==> config.mk <==
export PLATFORM = sky130hd
export DESIGN_NAME = pc_fetch_unit
export DESIGN_NICKNAME = d
export VERILOG_FILES = /design/src/rtl/pc_fetch_pkg.sv /design/src/rtl/pc_ras.sv /design/src/rtl/pc_fetch_unit.sv
export SDC_FILE = /design/constraint.sdc
export NUM_CORES = 1
export LEC_CHECK = 0
export CAP_MARGIN = 15
export CORE_MARGIN = 2
export CORE_UTILIZATION = 40
export CTS_BUF_LIST = sky130_fd_sc_hd__clkbuf_4
export DETAILED_ROUTE_END_ITERATION = 6
export SLEW_MARGIN = 20
export SYNTH_ARGS = -nofsm -noshare
export SYNTH_HDL_FRONTEND = slang
export SYNTH_HIERARCHICAL = 1
export SYNTH_SLANG_ARGS = --single-unit
==> constraint.sdc <==
create_clock -name clk -period 2.8 [get_ports clk]
set_input_delay 0.56 -clock clk [delete_from_list [all_inputs] [get_ports clk]]
set_output_delay 0.56 -clock clk [all_outputs]
set_load 0.05 [all_outputs]
==> src/rtl/pc_fetch_pkg.sv <==
`default_nettype none
// ============================================================================
// pc_fetch_pkg : shared opcode encoding and sizing helpers for the fetch stage
// Revision 1.0
// ============================================================================
package pc_fetch_pkg;

  localparam int OP_W          = 3;
  localparam int RAS_DEPTH_MIN = 2;

  typedef enum logic [OP_W-1:0] {
    OP_SEQ  = 3'd0,
    OP_JMP  = 3'd1,
    OP_BRA  = 3'd2,
    OP_CALL = 3'd3,
    OP_RET  = 3'd4
  } pc_op_e;

  // Pointer width for a power-of-two return stack; never narrower than one bit.
  function automatic int ras_ptr_w(input int depth);
    return (depth > RAS_DEPTH_MIN) ? $clog2(depth) : 1;
  endfunction

endpackage
`default_nettype wire

==> src/rtl/pc_ras.sv <==
`default_nettype none
// ============================================================================
// pc_ras : circular return-address stack with overflow/underflow pulses
// Revision 1.0
// ============================================================================
module pc_ras
  import pc_fetch_pkg::*;
#(
  parameter int ADDR_W    = 8,
  parameter int RAS_DEPTH = 4
) (
  input  logic              clk,
  input  logic              reset,
  input  logic              push,
  input  logic              pop,
  input  logic [ADDR_W-1:0] push_data,
  output logic [ADDR_W-1:0] top,
  output logic              empty,
  output logic              full,
  output logic              overflow,
  output logic              underflow
);

  localparam int PTR_W = ras_ptr_w(RAS_DEPTH);
  localparam logic [PTR_W:0] CNT_MAX = (PTR_W+1)'(RAS_DEPTH);

  logic [ADDR_W-1:0] stack [RAS_DEPTH];
  logic [PTR_W-1:0]  ptr;
  logic [PTR_W-1:0]  top_idx;
  logic [PTR_W:0]    count;

  assign top_idx = ptr - PTR_W'(1);
  assign top     = stack[top_idx];
  assign empty   = (count == '0);
  assign full    = (count == CNT_MAX);

  // ptr always points at the next write slot, which is also the oldest entry
  // once the stack is full, so a full push overwrites the oldest naturally.
  always_ff @(posedge clk or negedge reset) begin
    if (!reset) begin
      ptr       <= '0;
      count     <= '0;
      overflow  <= 1'b0;
      underflow <= 1'b0;
      for (int i = 0; i < RAS_DEPTH; i++) begin
        stack[i] <= '0;
      end
    end else begin
      overflow  <= push & full;
      underflow <= pop & empty;
      if (push) begin
        stack[ptr] <= push_data;
        ptr        <= ptr + PTR_W'(1);
        if (!full) begin
          count <= count + (PTR_W+1)'(1);
        end
      end else if (pop && !empty) begin
        ptr   <= top_idx;
        count <= count - (PTR_W+1)'(1);
      end
    end
  end

endmodule
`default_nettype wire

==> src/rtl/pc_fetch_unit.sv <==
`default_nettype none
// ============================================================================
// pc_fetch_unit : program counter + one-cycle fetch stage with branch/call/RAS
// Revision 1.0
// ============================================================================
module pc_fetch_unit
  import pc_fetch_pkg::*;
#(
  parameter int ADDR_W    = 8,
  parameter int INS_W     = 20,
  parameter int OFF_W     = 8,
  parameter int RAS_DEPTH = 4
) (
  input  logic              clk,
  input  logic              reset,
  input  logic              stall,
  input  logic [OP_W-1:0]   pc_op,
  input  logic [ADDR_W-1:0] jmp_loc,
  input  logic [OFF_W-1:0]  br_off,
  output logic [ADDR_W-1:0] imem_addr,
  output logic              imem_en,
  input  logic [INS_W-1:0]  imem_rdata,
  output logic [INS_W-1:0]  ins,
  output logic [ADDR_W-1:0] ins_pc,
  output logic              ins_valid,
  output logic              ras_overflow,
  output logic              ras_underflow
);

  logic [ADDR_W-1:0] pc;
  logic [ADDR_W-1:0] next_pc;
  logic [ADDR_W-1:0] off_ext;
  logic [ADDR_W-1:0] seq_ins_pc;
  logic [ADDR_W-1:0] ras_top;
  logic [INS_W-1:0]  hold;
  logic              prev_en;
  logic              redirect;
  logic              push;
  logic              pop;
  logic              ras_empty;
  logic              ras_full_unused;

  assign off_ext    = ADDR_W'($signed(br_off));
  assign seq_ins_pc = ins_pc + ADDR_W'(1);

  always_comb begin
    next_pc  = pc + ADDR_W'(1);
    redirect = 1'b0;
    push     = 1'b0;
    pop      = 1'b0;
    if (!stall) begin
      case (pc_op)
        OP_JMP: begin
          next_pc  = jmp_loc;
          redirect = 1'b1;
        end
        OP_BRA: begin
          next_pc  = ins_pc + off_ext;
          redirect = 1'b1;
        end
        OP_CALL: begin
          next_pc  = jmp_loc;
          push     = 1'b1;
          redirect = 1'b1;
        end
        OP_RET: begin
          next_pc  = ras_empty ? seq_ins_pc : ras_top;
          pop      = 1'b1;
          redirect = 1'b1;
        end
        default: ;
      endcase
    end
  end

  pc_ras #(
    .ADDR_W   (ADDR_W),
    .RAS_DEPTH(RAS_DEPTH)
  ) u_ras (
    .clk      (clk),
    .reset    (reset),
    .push     (push),
    .pop      (pop),
    .push_data(seq_ins_pc),
    .top      (ras_top),
    .empty    (ras_empty),
    .full     (ras_full_unused),
    .overflow (ras_overflow),
    .underflow(ras_underflow)
  );

  // The hold register tracks ins every cycle so a stall can replay it while
  // the memory is disabled and its read data may be stale.
  always_ff @(posedge clk or negedge reset) begin
    if (!reset) begin
      pc        <= '0;
      ins_pc    <= '0;
      ins_valid <= 1'b0;
      prev_en   <= 1'b0;
      hold      <= '0;
    end else begin
      hold    <= ins;
      prev_en <= ~stall;
      if (!stall) begin
        pc        <= next_pc;
        ins_pc    <= pc;
        ins_valid <= ~redirect;
      end
    end
  end

  assign ins       = prev_en ? imem_rdata : hold;
  assign imem_addr = pc;
  assign imem_en   = reset & ~stall;

endmodule
`default_nettype wire

==> metrics <==
post-synth cell types=55; ys async rst share=1.00; clk buf depth=2; most frequent cell after synthesis=dfrtp_1; RSZ-0062 raised after global routing=no; clk sinks=77; layout cells sized above 1=0.301; share of the synthesized area in the top cell type=0.464; clock slew seen by the registers of the worst setup and hold paths=0.14 ns; CORE AREA=10200 um2; Die Wd=106 um; WS Path Type=flip-flop to output pin; TNS Setup=0 ns; total track usage=0.189; Synth Area in Compound Gates=0.103; die area=11200 um2; fin nets=491; setup bufs post-CTS=0; Post-synth top cells=dfrtp_1 (77), mux2_2 (62), nand3_1 (15), nor2_1 (15), a21oi_1 (14); Synth Area in Adders=0.0488; Avg Inst Size Synth=12.1 um2; Layout Utilization=0.516; Seq/Total Area, Yosys=0.464; max cap viols=0; worst hold-check path type=input pin to asynchronous set/reset pin; post-cts resize count=0; Final Critical Period=2.44 ns; PD cells=884 nW/um2; # H-tree levels=3; Synth warnings=6; reg2reg start=u_ras/ptr[1]; R2R Setup Slk=0.42 ns; FF-to-FF End=imem_addr[1]; Lkg Pwr=2.26 nW; cts hold-fix bufs=0; CP Max Fanout=11; fmax=410 MHz; clk_lat worst skew=0.43 ns; Worst VDD drop=398 uV; Mapped Nets=401; drt via density=5.31; post-synth top area cell=dfrtp_1; crit path DAT=1.88 ns; largest family of logic cells by synthesized area=multiplexers; share of synthesized area spent on multiplexers=0.217; CP endpoint kind=output pin; Area growth syn-to-layout=26.5%; root buf cell=clkbuf_4; antenna viol nets, final=0; grt ovf=0; final WL=9950 um; DR WL/cell=17.3 um; post-synthesis register bit count=77; max-slew violations=0; Post-route DRC=0; I/O Buffers=81; number of buffers created by CTS=9; largest net degree at the start of global routing=42; worst rel slew slack=0.644; first-pass GRT wire length=16500 um; Final GP Congestion=0.890; Cells after Synth=344; R2R cell count=7; Row Count=37; initial antenna violation count=0; synth top area cells=dfrtp_1 (46%), mux2_2 (17%), mux4_2 (4.3%); synthesized area=4150 um2; io pins=82; final hold vios=0; Die Y=106 um; vias in the first global route=3214; clock skew=0.0114 ns; Most used DFF post-synth=dfrtp_1; status=complete, no violations; antenna cells=0; Iteration-0 DRC Markers=106; Req. time, crit path=2.24 ns; post-synthesis xor/xnor area fraction=0.0295; dpl hpwl=7310 um; fill count=924; final cycle utilization of the critical path=0.870; nature of the critical path startpoint=flip-flop; Detailed Routing Iterations Pass 1=4; Post-synth EDFFs=0; Slew @ Worst Pin=0.532 ns; Via Count=3055; Critical Path Source=prev_en; Simple-Gate Fraction of Synth Area=0.0988; CTS tree=done; initial core utilization=0.408; setup violators final=0
==> worst max path at each step <==
stage	endpoint	slack, ns	cells past startpoint
floorplan	u_ras/count[2]	0.45	9
finish	ins[1]	0.36	3
global route	ins[2]	0.22	3
global placement	imem_addr[6]	0.22	8
CTS	ins[5]	0.33	3
detailed placement	u_ras/count[1]	0.17	8
==> layer usage <==
metal / track usage / vias up / wire (um) / share of wire
li1: - / 1447 / - / -
met1: 0.244 / 1535 / 4340 / 0.44
met2: 0.322 / 63 / 5020 / 0.50
met3: 0.0466 / 10 / 450 / 0.045
met4: 0.0423 / 0 / 133 / 0.013
met5: 0 / - / 0 / 0
==> area by class of cell <==
type | instances | area, um2 | share of cell area
clock buffers | 10 | 75.1 | 0.0143
inverters | 13 | 48.8 | 0.00929
multi-input cells | 238 | 2060 | 0.393
flip-flops and latches | 77 | 1930 | 0.367
well taps | 136 | 170 | 0.0324
clock inverters | 6 | 95.1 | 0.0181
repair buffers | 95 | 873 | 0.166
==> cells in the final DEF (no fill, tap or decap), types with 3 or more instances in the layout <==
cell,instances
xor2_1,5
clkinv_4,3
dfrtp_1,77
o21ai_1,4
mux2_2,62
a221oi_1,4
clkdlybuf4s50_1,59
buf_4,35
nor2b_1,5
a21oi_1,14
inv_1,13
a22oi_1,4
and3_1,3
nand2_1,10
a21o_1,4
ha_1,13
clkbuf_4,10
nand2b_1,4
a221o_1,4
nor3_1,3
mux4_2,8
nor2_1,15
nand2_2,4
o21a_1,4
nand3_1,15
o21ai_0,8
and2_1,3
xnor2_1,9
==> per-stage QoR <==
stage	hold WS [ns]	power, W	worst slack (ns)	cell area, um2	instances
CTS	0.211	0.00470	0.328	5250	575
floorplan	0.264	0.00325	0.446	4150	344
global route	0.209	0.00494	0.223	5250	575
global placement	0.481	0.00382	0.223	5080	559
finish	0.210	0.00464	0.363	5250	575
detailed placement	0.486	0.00388	0.168	5080	559
==> where the power goes <==
part           internal (W)  switching (W)  leakage [nW]
registers           0.00144       0.000321         0.941
clock network      0.000380       0.000415        0.0912
logic              0.000971        0.00111          1.23
total               0.00279        0.00185          2.26
==> sequential cells by signal, summed over array words and instances (netlist names) <==
name	flops
hold	20
imem_addr	8
ins_pc	8
ins_valid	1
prev_en	1
u_ras/count	3
u_ras/overflow	1
u_ras/ptr	2
u_ras/stack	32
u_ras/underflow	1
==> logic make-up after synthesis <==
logic type | after synthesis
DFF | 77
adders and majority gates | 15
buffers and inverters | 29
AOI/OAI and AO/OA | 62
muxes | 72
xor gates and xnor gates | 14
and+or+nand+nor | 75
==> worst max-delay path, cell delays in order (launching register included) <==
cell and delay (ns):
dfrtp_1 0.60, buf_4 0.28, mux2_2 0.37, buf_4 0.19
(Power assumes the default switching activity.)
